--- src/rtl/mavg_pkg.sv ---
// Shared widths, the sample type and the saturation helper for the moving-average datapath.
package mavg_pkg;

  localparam int DATA_W = 8;
  localparam int OUT_W  = 8;

  typedef logic signed [DATA_W-1:0] sample_t;

  // Clamp a signed value into the signed range of an out_w-bit operand.
  function automatic int sat_signed(input int sum, input int out_w);
    int max_v;
    int min_v;
    max_v = (1 << (out_w - 1)) - 1;
    min_v = -(1 << (out_w - 1));
    if (sum > max_v) begin
      return max_v;
    end else if (sum < min_v) begin
      return min_v;
    end else begin
      return sum;
    end
  endfunction

endpackage

--- src/rtl/mavg_ring_buf.sv ---
// Sample ring buffer: synchronous write, asynchronous read of the slot about to be overwritten.
module mavg_ring_buf #(
  parameter int DATA_W = 8,
  parameter int DEPTH  = 8
) (
  input  logic              clk,
  input  logic              clr,
  input  logic              we,
  input  logic [DATA_W-1:0] wdata,
  output logic [DATA_W-1:0] rd_data
);

  localparam int PTR_W = $clog2(DEPTH);

  logic [DATA_W-1:0] r_mem [DEPTH];
  logic [PTR_W-1:0]  r_ptr;

  // Write pointer: cleared on reset/flush, advances per write and wraps naturally (DEPTH is 2^n).
  always_ff @(posedge clk) begin
    if (clr) begin
      r_ptr <= '0;
    end else if (we) begin
      r_ptr <= r_ptr + PTR_W'(1);
    end
  end

  // Storage has no reset; the fill count in the parent decides whether a slot is meaningful.
  always_ff @(posedge clk) begin
    if (we && !clr) begin
      r_mem[r_ptr] <= wdata;
    end
  end

  assign rd_data = r_mem[r_ptr];

endmodule

--- src/rtl/mavg_window_acc.sv ---
// Sliding-window accumulator feeding int_div: running window sum, fill count and saturated dividend.
//
// Handshake (both sides): a transfer happens on a rising clk edge where valid && ready.
// Upstream may not assume acceptance otherwise; out_valid holds with stable data until out_ready.
// in_ready = !out_valid || out_ready (forced 0 during rst/flush), so a single output register
// gives full throughput and there is no combinational path from in_data to any output.
module mavg_window_acc #(
  parameter int DATA_W = mavg_pkg::DATA_W,
  parameter int DEPTH  = 8,
  parameter int SUM_W  = DATA_W + $clog2(DEPTH),
  parameter int OUT_W  = mavg_pkg::OUT_W
) (
  input  logic              clk,
  input  logic              rst,
  input  logic              flush,
  input  logic              in_valid,
  output logic              in_ready,
  input  logic [DATA_W-1:0] in_data,
  output logic              out_valid,
  input  logic              out_ready,
  output logic [SUM_W-1:0]  sum_o,
  output logic [OUT_W-1:0]  dividend_o,
  output logic [OUT_W-1:0]  divisor_o,
  output logic              sat_o
);

  import mavg_pkg::*;

  localparam int CNT_W = $clog2(DEPTH) + 1;
  localparam logic [CNT_W-1:0] FULL = CNT_W'(DEPTH);

  logic                    w_clr;
  logic                    w_accept;
  logic                    w_full;
  logic [DATA_W-1:0]       w_rd_data;
  logic signed [SUM_W-1:0] w_new;
  logic signed [SUM_W-1:0] w_old;
  logic signed [SUM_W-1:0] w_sum_next;
  logic [CNT_W-1:0]        w_count_next;
  int                      w_sum_int;
  int                      w_clamped;

  logic signed [SUM_W-1:0] r_sum;
  logic [CNT_W-1:0]        r_count;
  logic                    r_out_valid;
  logic [OUT_W-1:0]        r_dividend;
  logic                    r_sat;

  assign w_clr    = rst | flush;
  assign in_ready = !w_clr && (!r_out_valid || out_ready);
  assign w_accept = in_valid && in_ready;
  assign w_full   = (r_count == FULL);

  mavg_ring_buf #(
    .DATA_W (DATA_W),
    .DEPTH  (DEPTH)
  ) u_ring (
    .clk     (clk),
    .clr     (w_clr),
    .we      (w_accept),
    .wdata   (in_data),
    .rd_data (w_rd_data)
  );

  // Next window sum: add the new sample, retire the oldest once the window is full.
  always_comb begin
    w_new        = SUM_W'($signed(in_data));
    w_old        = '0;
    if (w_full) begin
      w_old = SUM_W'($signed(w_rd_data));
    end
    w_sum_next   = r_sum + w_new - w_old;
    w_count_next = w_full ? r_count : r_count + CNT_W'(1);
    w_sum_int    = int'(w_sum_next);
    w_clamped    = sat_signed(w_sum_int, OUT_W);
  end

  // Running state doubles as the output register: it only changes on an accepted sample.
  always_ff @(posedge clk) begin
    if (w_clr) begin
      r_sum       <= '0;
      r_count     <= '0;
      r_out_valid <= 1'b0;
      r_dividend  <= '0;
      r_sat       <= 1'b0;
    end else if (w_accept) begin
      r_sum       <= w_sum_next;
      r_count     <= w_count_next;
      r_out_valid <= 1'b1;
      r_dividend  <= OUT_W'(w_clamped);
      r_sat       <= (w_clamped != w_sum_int);
    end else if (out_ready) begin
      r_out_valid <= 1'b0;
    end
  end

  assign out_valid  = r_out_valid;
  assign sum_o      = r_sum;
  assign dividend_o = r_dividend;
  assign divisor_o  = OUT_W'(r_count);
  assign sat_o      = r_sat;

endmodule

--- config.mk ---
export PLATFORM = sky130hd
export DESIGN_NAME = mavg_window_acc
export DESIGN_NICKNAME = d
export VERILOG_FILES = /design/src/rtl/mavg_pkg.sv /design/src/rtl/mavg_ring_buf.sv /design/src/rtl/mavg_window_acc.sv
export SDC_FILE = /design/constraint.sdc
export NUM_CORES = 1
export LEC_CHECK = 0
export ABC_AREA = 1
export CELL_PAD_IN_SITES_DETAIL_PLACEMENT = 2
export CELL_PAD_IN_SITES_GLOBAL_PLACEMENT = 2
export CORE_ASPECT_RATIO = 0.6
export CORE_MARGIN = 10
export CORE_UTILIZATION = 40
export CTS_BUF_LIST = sky130_fd_sc_hd__clkbuf_4 sky130_fd_sc_hd__clkbuf_8
export DETAILED_ROUTE_END_ITERATION = 8
export PLACE_DENSITY = 0.95
export SETUP_SLACK_MARGIN = 0.05
export SLEW_MARGIN = 20
export SYNTH_ARGS = -nofsm -noshare
export SYNTH_HDL_FRONTEND = slang
export SYNTH_SLANG_ARGS = --single-unit
--- constraint.sdc ---
create_clock -name clk -period 6 [get_ports clk]
set_input_delay 1.2 -clock clk [delete_from_list [all_inputs] [get_ports clk]]
set_output_delay 1.2 -clock clk [all_outputs]
set_load 0.03 [all_outputs]
Yosys cells after proc, flatten, opt, wreduce, memory -nomap -nowiden
Memory sizes are Yosys's and may differ from the RTL's. A register that Yosys moved wholly into a read port is not among the register bits.
Index checks and enable logic that the tools add are counted.
{"block": "totals", "ff_bits": 28, "ram_bits": 64, "out_inout_bits": 30, "memories": 1}
{"name": "u_ring.r_mem", "depth": 8, "word_bits": 8, "read_ports": 1, "rd_clocked_by_memory_dff": 1, "write_ports": 1, "line_no": "mavg_ring_buf.sv:15", "text": "logic [DATA_W-1:0] r_mem [DEPTH];"}
{"block": "op_classes", "n_addsub": 4, "magnitude_cmp": 2, "n_eq_ne": 2, "mux": 9, "n_bitwise": 2, "reduce_logical": 8}
{"op": "$mux 32", "n": 2}
{"op": "$ne 32x11->1", "n": 1}
{"op": "$add 11x8->11", "n": 1}
{"op": "$gt 11x8->1 const B", "n": 1}
{"op": "$lt 11x8->1 const B", "n": 1}
{"op": "$mux 11", "n": 1}
{"op": "$sub 11x11->11", "n": 1}
{"op": "$mux 3", "n": 2}
{"op": "$add 4x1->4 const B", "n": 1}
{"op": "$eq 4x4->1 const B", "n": 1}
{"op": "$mux 1", "n": 4}
{"op": "$add 3x1->3 const B", "n": 1}
{"op": "$logic_and 1x1->1", "n": 3}
{"op": "$logic_not 1->1", "n": 2}
{"op": "$reduce_and 2->1", "n": 1}
{"op": "$reduce_bool 2->1", "n": 1}
{"op": "$logic_or 1x1->1", "n": 1}
{"op": "$not 1->1", "n": 1}
{"op": "$or 1x1->1", "n": 1}

Depth between registers and ports, before layout
Gate-level depths: netlist of run 1.
{"block": "logic_depth", "depth_word": 7, "mapped_depth": 27, "ltp_nobuf": 27}

Modules after synthesis
Synthesis of run 1 repeated with hierarchy kept, for this count alone.
{"block": "hier_totals", "hier_cells": 658, "area_unflattened_um2": 5445.2}
{"mod": "mavg_ring_buf", "instances": 1, "cells_per_inst": 313, "area_each_um2": 3100.5}
{"mod": "mavg_window_acc", "instances": 1, "cells_per_inst": 345, "area_each_um2": 2344.7}

Worst setup path before layout of run 1
OpenSTA, ideal clock, no wires.
{"block": "synth_timing", "kind": "input to register", "from": "input in_data[7]", "to": "register r_dividend[6] (netlist: dividend_o[6])", "arrival_time_ns": 3.606, "slack_ns": 2.261, "path_stages": 17, "n_path_buf": 0, "path_cell_list": "inv_1 fa_1 inv_1 ha_1 nand2_2 inv_1 a21oi_2 nand2_1 nand2_1 nand2_1 nor2_1 nand4_1 ha_1 nor2_1 a22o_1 inv_1 a21oi_1"}
{"block": "synth_via", "elab_chain_len": 5}
{"element": "start, declared", "line_no": "mavg_window_acc.sv:18", "text": "input logic [DATA_W-1:0] in_data,"}
{"element": "$add 11x8->11 (*)", "line_no": "mavg_window_acc.sv:72", "text": "w_sum_next = r_sum + w_new - w_old;"}
{"element": "$sub 11x11->11 (*)", "line_no": "mavg_window_acc.sv:72"}
{"element": "$lt 11x8->1", "line_no": "mavg_pkg.sv:17", "text": "end else if (sum < min_v) begin"}
{"element": "$mux 32", "line_no": "mavg_pkg.sv:17"}
{"element": "$mux 32 (*)", "line_no": "mavg_pkg.sv:15", "text": "if (sum > max_v) begin"}
{"element": "end signal, assigned", "line_no": "mavg_window_acc.sv:90", "text": "r_dividend <= OUT_W'(w_clamped);"}
{"element": "end, declared", "line_no": "mavg_window_acc.sv:46", "text": "logic [OUT_W-1:0] r_dividend;"}
Mark *: on every way between the ends. The rest lies on a longest branch, timed or not.
A chain may end at the register's enable or synchronous reset.

==> results_dict.tcl, run 1 <==
set metrics [dict create \
    dp.cells 727 \
    synth_cells 538 \
    htree_levels 3 \
    final_core_util 0.466 \
    status "completed" \
    drt_pre_antenna_iters 5 \
    rsz0062_at_grt "false" \
    reg2regPathDepth 22 \
    tightest_slew_ns 1.20 \
    final_cells 743 \
    min_path_type "flip-flop to flip-flop" \
    dp_slack_ns 0.666 \
    r2r-end "sat_o" \
    cp_max_fo 17 \
    synth_seq_area_share 0.525 \
    skew_ns 0.0158 \
    whs_path_depth 2 \
    clk_pin_slew_ns 0.11 \
    p_per_area_nw_per_um2 265 \
    critPathKind "flip-flop to flip-flop" \
    clk_latency_ns 0.39 \
    avgViaCountPerCell 5.60 \
    ctsResizeCount 0 \
    worst_slack_ns 0.350 \
    cp-start-kind "flip-flop" \
    finalCritPeriodShare 0.942 \
    period_minus_slack_ns 5.65 \
    slew_headroom 0.199 \
    grt_overflow_total 0 \
    drt-total-wl_microns 19600 \
    ant_nets 0 \
    synth_area_per_cell_sq_um 9.00 \
    postCtsSetupBuffers 0 \
    drive_above_1_share 0.0796 \
    syn_area_sq_um 4840 \
    wire_per_inst_microns 26.4 \
    synth_top_area_frac 0.397 \
    layout_common_cells "inv_1 (84), nand2_1 (82), nor2_1 (72)" \
    grt.total_usage 0.230 \
    hold_ws_ns 0.518 \
    min_from "dividend_o[7]" \
    cpPeakStageDelay_ns 0.85 \
    peakVddDrop_v 0.000133 \
    r2r_slack_ns 0.35 \
    crit_path_top_delay_cell "dfxtp_1" \
    holdPathEnd "dividend_o[7]" \
    synth_edf_count 64 \
    p_leak_nw 2.21 \
    start_util 0.406 \
    clock-sinks 95 \
    finalMaxSlewViolations 0 \
    end_kind "flip-flop" \
    synthArstFlopShare 0 \
    cts_hold_buf 0 \
    maxCapViolations 0 \
    ios 43 \
    die_y_microns 105 \
    fmax_mhz 177 \
    drc 0 \
    cts_tree "built" \
    crit_arrival_ns 5.94 \
    grt_pass1_vias 4747 \
    synthFlopType "edfxtp_1" \
    cp.required_ns 6.29 \
    total_power_mw 1.48 \
    final_common_cell "inv_1" \
    n_antenna_cell 0 \
    io_buffers 38 \
    dp_hpwl_microns 13500 \
    fin_nets 612 \
    fp.dieArea_sq_um 17100 \
    grt_max_degree 34 \
    hold_viol 0 \
    drt_iter0_markers 337 \
    ys_seq_elements 95 \
    cts.path.max_buffers 2 \
    setup_viol 0 \
    design_area_sq_um 5570 \
    chipWidth_microns 162 \
    tns_ns 0 \
    antenna_found_initial 0 \
    routabilityCongestion 0.910 \
    synth_warnings 0 \
    placed_cell_area_sq_um 5370 \
    area_growth_pct 15.0 \
    synth_area_leaders "edfxtp_1 (40%), dfxtp_1 (13%), inv_1 (6.5%), nand2_1 (6.4%), nor2_1 (5.6%)" \
    synth_cell_types 39 \
    cts_buffers 9 \
    grt_pass1_wl_microns 30000 \
    yosysTopAreaCell "edfxtp_1" \
    rows 31 \
    num-fill-cells 1325 \
    clk_root_buffer_cell "clkbuf_8" \
    num_vias 4159 \
    core_sq_um 11900 \
    worstPathCellList "inv_1 -> o21ai_0 -> o22ai_1 -> o211ai_1 -> inv_1 -> fa_1 -> inv_1 -> ha_1 -> nand2_1 -> nor2_1 -> nand3_1 -> nand3_1 -> nand2_1 -> nand2_1 -> nand4_1 -> ha_1 -> nor2_1 -> inv_1 -> nand2_1 -> nand3_1 -> nand2_1 -> inv_1" \
]
## power breakdown
group          leakage (nW)  switching (mW)  internal, mW
clock                0.0910           0.279         0.163
sequential            0.828         0.00901         0.707
combinational          1.30           0.227        0.0932
## metal layers
| layer | GRT usage | wire length (microns) |
|---|---|---|
| met1 | 0.284 | 8310 |
| met2 | 0.387 | 9450 |
| met3 | 0.0610 | 1310 |
| met4 | 0.0737 | 526 |
| met5 | 0 | 0 |
## critical path, delay by kind of cell, from the launching register on
| kind | cells | cell delay, ns |
|---|---|---|
| AOI/OAI and AO/OA | 3 | 0.66 |
| buffers and inverters | 5 | 0.94 |
| adders and majority gates | 3 | 1.42 |
| and+or+nand+nor | 11 | 1.66 |
| DFF | 1 | 0.85 |
## cells by family (layout without fill, tap and decap cells)
logic type,count (synthesis),in the layout,share of synthesized area
AO/OA/AOI/OAI,98,98,0.111
XOR/XNOR,3,3,0.00542
adder cells (fa/ha/maj),26,26,0.0826
buffers and inverters,109,146,0.0906
flip-flops,95,95,0.525
other,1,4,0.000774
AND/OR/NAND/NOR,206,206,0.185
## area by class of cell
cell class | count | area, sq um | share of cell area
Clock buffer | 9 | 124 | 0.0222
Clock inverter | 7 | 77.6 | 0.0139
Inverter | 88 | 330 | 0.0593
Multi-Input combinational cell | 337 | 1880 | 0.337
Sequential cell | 95 | 2540 | 0.456
Tap cell | 165 | 206 | 0.0371
Timing Repair Buffer | 42 | 410 | 0.0737
## synth_stat cells, types with 2 or more instances
cell type	n
a21oi_1	24
a21oi_2	3
a31oi_1	7
buf_2	3
buf_4	5
clkbuf_1	11
dfxtp_1	31
edfxtp_1	64
fa_1	10
ha_1	16
inv_1	84
inv_2	4
nand2_1	82
nand2_2	10
nand3_1	26
nand4_1	3
nor2_1	72
nor2_2	3
nor3_1	2
o21ai_0	50
o22ai_1	8
o31ai_1	2
xnor2_1	2
## worst max path at each step
stage / startpoint / end / slack [ns] / cells after the start
floorplan: in_data[7] / dividend_o[6] / 2.26 / 17
global placement: in_data[1] / sat_o / 1.14 / 19
detailed placement: in_data[7] / sat_o / 0.67 / 19
CTS: flip-flop / sat_o / 0.43 / 22
global route: flip-flop / sat_o / 0.07 / 23
finish: flip-flop / sat_o / 0.35 / 22
## sequential cells by signal, indices dropped and copies added (netlist names), named ones only
register	count
u_ring.r_mem	64
sum_o	11
dividend_o	8
r_count	4
u_ring.r_ptr	3
out_valid	1
sat_o	1
Power figures use the tool's default switching activity.
==> inputs of run 2 (changes only) <==
- GPL_ROUTABILITY_DRIVEN: not set -> 0
==> results of run 2 <==
Same layout as run 1: the final DEF is identical, and so are final timing and power.
